`src/rtl/cm0_pkg.sv`:
```
// Shared types and constants for the Cortex-M0-style fetch front end.
package cm0_pkg;

  localparam int THUMB_W       = 16;
  localparam int ADDR_W        = 32;
  localparam int IFQ_DEPTH_DEF = 4;

  // One fetch-queue slot: the halfword's address, the halfword, and whether it has returned
  typedef struct packed {
    logic [ADDR_W-1:0]  pc;
    logic [THUMB_W-1:0] instr;
    logic               data_valid;
  } if_entry_t;

endpackage

```
`src/rtl/ifq_ptr_ctrl.sv`:
```
// Pointer and counter bookkeeping for ifetch_queue: write/read/fill pointers,
// allocated-slot count, in-flight request count and pending-discard count.
module ifq_ptr_ctrl
  import cm0_pkg::*;
#(
  parameter int DEPTH = IFQ_DEPTH_DEF
) (
  input  logic                       i_clk,
  input  logic                       i_rst,
  input  logic                       i_flush,
  input  logic                       i_grant,
  input  logic                       i_rvalid,
  input  logic                       i_xfer,
  output logic [$clog2(DEPTH)-1:0]   o_wr_ptr,
  output logic [$clog2(DEPTH)-1:0]   o_rd_ptr,
  output logic [$clog2(DEPTH)-1:0]   o_fill_ptr,
  output logic [$clog2(DEPTH):0]     o_alloc,
  output logic                       o_resp_fill,
  output logic                       o_resp_err
);

  localparam int PW = $clog2(DEPTH);
  localparam int CW = PW + 1;

  logic [PW-1:0] r_wr_ptr;
  logic [PW-1:0] r_rd_ptr;
  logic [PW-1:0] r_fill_ptr;
  logic [CW-1:0] r_alloc;
  logic [CW-1:0] r_outst;
  logic [CW-1:0] r_drop;
  logic          w_resp_drop;
  logic          w_resp_acc;

  // Responses retire pending discards first; in-order return makes this exact
  assign w_resp_drop = i_rvalid & (r_drop != '0);
  assign o_resp_fill = i_rvalid & (r_drop == '0) & (r_outst != '0);
  assign o_resp_err  = i_rvalid & (r_drop == '0) & (r_outst == '0);
  assign w_resp_acc  = w_resp_drop | o_resp_fill;

  assign o_wr_ptr   = r_wr_ptr;
  assign o_rd_ptr   = r_rd_ptr;
  assign o_fill_ptr = r_fill_ptr;
  assign o_alloc    = r_alloc;

  // Pointer/counter update; a flush empties the queue and turns in-flight requests into discards
  always_ff @(posedge i_clk) begin
    if (i_rst) begin
      r_wr_ptr   <= '0;
      r_rd_ptr   <= '0;
      r_fill_ptr <= '0;
      r_alloc    <= '0;
      r_outst    <= '0;
      r_drop     <= '0;
    end else if (i_flush) begin
      r_wr_ptr   <= '0;
      r_rd_ptr   <= '0;
      r_fill_ptr <= '0;
      r_alloc    <= '0;
      r_outst    <= '0;
      r_drop     <= r_drop + r_outst - CW'(w_resp_acc);
    end else begin
      if (i_grant)     r_wr_ptr   <= r_wr_ptr + PW'(1);
      if (i_xfer)      r_rd_ptr   <= r_rd_ptr + PW'(1);
      if (o_resp_fill) r_fill_ptr <= r_fill_ptr + PW'(1);
      r_alloc <= r_alloc + CW'(i_grant) - CW'(i_xfer);
      r_outst <= r_outst + CW'(i_grant) - CW'(o_resp_fill);
      if (w_resp_drop) r_drop <= r_drop - CW'(1);
    end
  end

endmodule

```
`src/rtl/ifetch_queue.sv`:
```
// Instruction fetch queue between the PC unit and decode. Issues halfword
// fetches, buffers in-order responses with their PC, and stalls the PC unit
// when no slot is free. Define IFETCH_BYPASS_EN to forward a response that
// lands on the head slot straight to decode in the same cycle.
module ifetch_queue
  import cm0_pkg::*;
#(
  parameter int DEPTH = IFQ_DEPTH_DEF
) (
  input  logic               clk,
  input  logic               rst,
  input  logic [ADDR_W-1:0]  pc_in,
  input  logic               flush_in,
  output logic               stall_out,
  output logic               imem_req_out,
  output logic [ADDR_W-1:0]  imem_addr_out,
  input  logic               imem_gnt_in,
  input  logic               imem_rvalid_in,
  input  logic [THUMB_W-1:0] imem_rdata_in,
  output logic               if_valid_out,
  output logic [THUMB_W-1:0] if_instr_out,
  output logic [ADDR_W-1:0]  if_pc_out,
  input  logic               id_ready_in
);

  localparam int PW = $clog2(DEPTH);
  localparam int CW = PW + 1;

  if_entry_t     r_q [DEPTH];

  logic [PW-1:0] w_wr_ptr;
  logic [PW-1:0] w_rd_ptr;
  logic [PW-1:0] w_fill_ptr;
  logic [CW-1:0] w_alloc;
  logic          w_grant;
  logic          w_xfer;
  logic          w_resp_fill;
  logic          w_resp_err;
  logic          w_bypass;
  logic          w_fill_wr;
  if_entry_t     w_head;

  ifq_ptr_ctrl #(.DEPTH(DEPTH)) u_ptr (
    .i_clk       (clk),
    .i_rst       (rst),
    .i_flush     (flush_in),
    .i_grant     (w_grant),
    .i_rvalid    (imem_rvalid_in),
    .i_xfer      (w_xfer),
    .o_wr_ptr    (w_wr_ptr),
    .o_rd_ptr    (w_rd_ptr),
    .o_fill_ptr  (w_fill_ptr),
    .o_alloc     (w_alloc),
    .o_resp_fill (w_resp_fill),
    .o_resp_err  (w_resp_err)
  );

  // Issue depends only on registered occupancy, so a freed slot is reused next cycle
  assign imem_addr_out = pc_in & ~ADDR_W'(1);
  assign imem_req_out  = !rst & !flush_in & (w_alloc < CW'(DEPTH));
  assign w_grant       = imem_req_out & imem_gnt_in;
  // Low during flush so the PC unit (stall beats branch) can load the target
  assign stall_out     = !rst & !flush_in & !w_grant;

  assign w_head = r_q[w_rd_ptr];

`ifdef IFETCH_BYPASS_EN
  assign w_bypass = !rst & !w_head.data_valid & w_resp_fill & (w_fill_ptr == w_rd_ptr);
`else
  assign w_bypass = 1'b0;
`endif

  assign if_valid_out = !rst & (w_head.data_valid | w_bypass);
  assign if_instr_out = w_bypass ? imem_rdata_in : w_head.instr;
  assign if_pc_out    = w_head.pc;
  assign w_xfer       = if_valid_out & id_ready_in;
  // A bypassed halfword that decode takes immediately never needs storing
  assign w_fill_wr    = w_resp_fill & !(w_bypass & id_ready_in);

  // Slot storage: allocate on grant, fill on response, release on transfer
  always_ff @(posedge clk) begin
    if (rst || flush_in) begin
      for (int i = 0; i < DEPTH; i++) r_q[i] <= '0;
    end else begin
      if (w_grant) r_q[w_wr_ptr] <= '{pc: imem_addr_out, instr: '0, data_valid: 1'b0};
      if (w_fill_wr) begin
        r_q[w_fill_ptr].instr      <= imem_rdata_in;
        r_q[w_fill_ptr].data_valid <= 1'b1;
      end
      if (w_xfer) r_q[w_rd_ptr].data_valid <= 1'b0;
    end
  end

  // A response with nothing in flight or pending discard is dropped; flag it in simulation
  always_ff @(posedge clk) begin
    assert (rst || !w_resp_err)
      else $error("ifetch_queue: response received with no request pending");
  end

endmodule

```
`config.mk`:
```
export PLATFORM = sky130hd
export DESIGN_NAME = ifetch_queue
export DESIGN_NICKNAME = d
export VERILOG_FILES = /design/src/rtl/cm0_pkg.sv /design/src/rtl/ifq_ptr_ctrl.sv /design/src/rtl/ifetch_queue.sv
export SDC_FILE = /design/constraint.sdc
export NUM_CORES = 1
export LEC_CHECK = 0
export CELL_PAD_IN_SITES_DETAIL_PLACEMENT = 1
export CELL_PAD_IN_SITES_GLOBAL_PLACEMENT = 1
export CORE_AREA = 10 10 151 153
export CTS_CLUSTER_DIAMETER = 50
export CTS_CLUSTER_SIZE = 20
export DETAILED_ROUTE_END_ITERATION = 10
export DIE_AREA = 0 0 161 163
export PLACE_DENSITY_LB_ADDON = 0.1
export SYNTH_ARGS = -nofsm -noshare
export SYNTH_HDL_FRONTEND = slang
export SYNTH_HIERARCHICAL = 1
export SYNTH_SLANG_ARGS = --single-unit
```
`constraint.sdc`:
```
create_clock -name clk -period 7.6 [get_ports clk]
set_input_delay 1.14 -clock clk [delete_from_list [all_inputs] [get_ports clk]]
set_output_delay 1.14 -clock clk [all_outputs]
set_load 0.1 [all_outputs]
```
==> flow_summary.yaml <==
outcome:
  status: "complete, no violations"
place:
  dp_slack_ps: 2770
  io_buffers: 133
  place_congestion: 0.738
  hpwlAfterDp_mm: 13.9
finish:
  n_antenna_cell: 0
  final_cell_mix: "and2_1, edfxtp_1, clkdlybuf4s50_1"
  fillers: 1891
  layout_commonest_cell: "and2_1"
  syn2layout_area_growth_pct: 21.0
  drive_gt1_frac: 0.143
  nNetsFinal: 792
  finalCoreUtilization: 0.582
worst_setup_path:
  critPathArrivalTime_ps: 3650
  crit_type: "input port to output pin"
  crit_path_max_fanout: 11
  critPathLaunchType: "input port"
  cp-end-kind: "output pin"
  required_ps: 6460
clocking:
  cts.repair.resized: 0
  cts_sinks: 207
  hold_buffers: 0
  cts_max_level: 1
  clkTransAtPathRegs_ps: 60
  cts_root_buf: "clkbuf_16"
  post_cts_buffers: 0
  cts_max_path_buffers: 3
  insertion_delay_ps: 500
  cts_tree: "yes"
  numCtsBuffers: 20
detailed_routing:
  drt_iter0_drc: 302
  dr.pass1.iters: 4
  via_count: 5375
  ant_nets: 0
  wl_mm: 22.6
  dr.max_layer_used: "met4"
  drc: 0
  met1_length_mm: 9.13
  routed_via_density: 5.32
  met2_length_mm: 12.0
  routedWlPerCell_um: 22.3
  dr_wl_met3_mm: 1.23
die:
  start_util: 0.481
  die_w_um: 161
  die_area_sq_um: 26200
  pin_count: 137
  std_cell_rows: 52
  die_y_um: 163
  core-area_sq_um: 19900
pwr:
  powerDensity_nw_per_um2: 234
  vdd_drop_max_mv: 0.160
  p_leak_nw: 4.28
sta:
  final.min_clock_period_ps: 4790
  relSlewSlack: 0.275
  period_share: 0.630
  final-setup-viol-count: 0
  slew_viol_final: 0
  max_freq_mhz: 209
  fin_setup_tns_ps: 0
  finClkSkew_ps: 9.79
  hold_violations: 0
  rsz0062_at_grt: "no"
  tightest_slew_ps: 1080
  worst_slack_ps: 2810
yosys:
  yosysWarnings: 6
  synthCells: 627
  syn-mean-instance-area_sq_um: 15.3
  syn_area_sq_um: 9580
global_routing:
  grt_max_degree: 36
  grt_pass1_vias: 6208
  antenna_found_initial: 0
  grtUsageTotal: 0.171
  grt_pass1_wl_mm: 35.0
  grt-ovfl-total: 0
worst_hold_path:
  hold_class: "register to register"
flow_run:
  cap_violations: 0
[worst paths after layout]
check                           cells after the start         startpoint  slack [ps]               end
worst min register to register                      2          r_q[3][0]         530         r_q[3][0]
worst max register to register                     12  u_ptr/o_rd_ptr[0]        4020  u_ptr/o_alloc[2]
worst min-delay path                                2          r_q[3][0]         530         r_q[3][0]
worst max-delay path                                4                rst        2810         stall_out
[metal layers]
layer | global-route usage | up-vias
met3 | 0.0384 | 23
met4 | 0.0331 | 0
met5 | 0 | -
met1 | 0.200 | 2787
met2 | 0.315 | 119
li1 | - | 2446
[registers in the layout (all words and copies together) (netlist names)]
register,count
u_ptr/o_alloc,3
u_ptr/r_drop,3
u_ptr/o_rd_ptr,2
u_ptr/o_wr_ptr,2
u_ptr/o_fill_ptr,2
u_ptr/r_outst,3
r_q,192
[metrics by stage]
step / total power, mW / cells / hold WS (ps) / area [sq um]
2_1_floorplan: 1.63 / 628 / 447 / 9580
3_3_place_gp: 1.73 / 974 / 469 / 10900
3_5_place_dp: 1.74 / 974 / 518 / 10900
4_1_cts: 2.74 / 1010 / 526 / 11600
5_1_grt: 2.80 / 1010 / 528 / 11600
6_report: 2.71 / 1010 / 530 / 11600
[worst max-delay path, cell delays in order]
cell and delay, ps:
clkdlybuf4s50_1 620, or2_1 520, nor2_1 200, clkdlybuf4s50_1 1150
[layout make-up]
| class | instances | area, sq um | share of cell area |
|---|---|---|---|
| well taps | 270 | 338 | 0.0292 |
| inverters | 17 | 63.8 | 0.00551 |
| multi-input cells | 341 | 3110 | 0.269 |
| flip-flops and latches | 207 | 6030 | 0.520 |
| repair buffers | 139 | 1380 | 0.119 |
| clock buffers | 21 | 526 | 0.0454 |
| clock inverters | 15 | 141 | 0.0122 |
[power by group]
group	switching [mW]	leakage [nW]	internal, mW
clock network	0.466	0.323	0.527
logic	0.288	1.71	0.115
registers	0.0166	2.25	1.29
total	0.771	4.28	1.94
No activity file was read; power rests on OpenSTA's default activity.
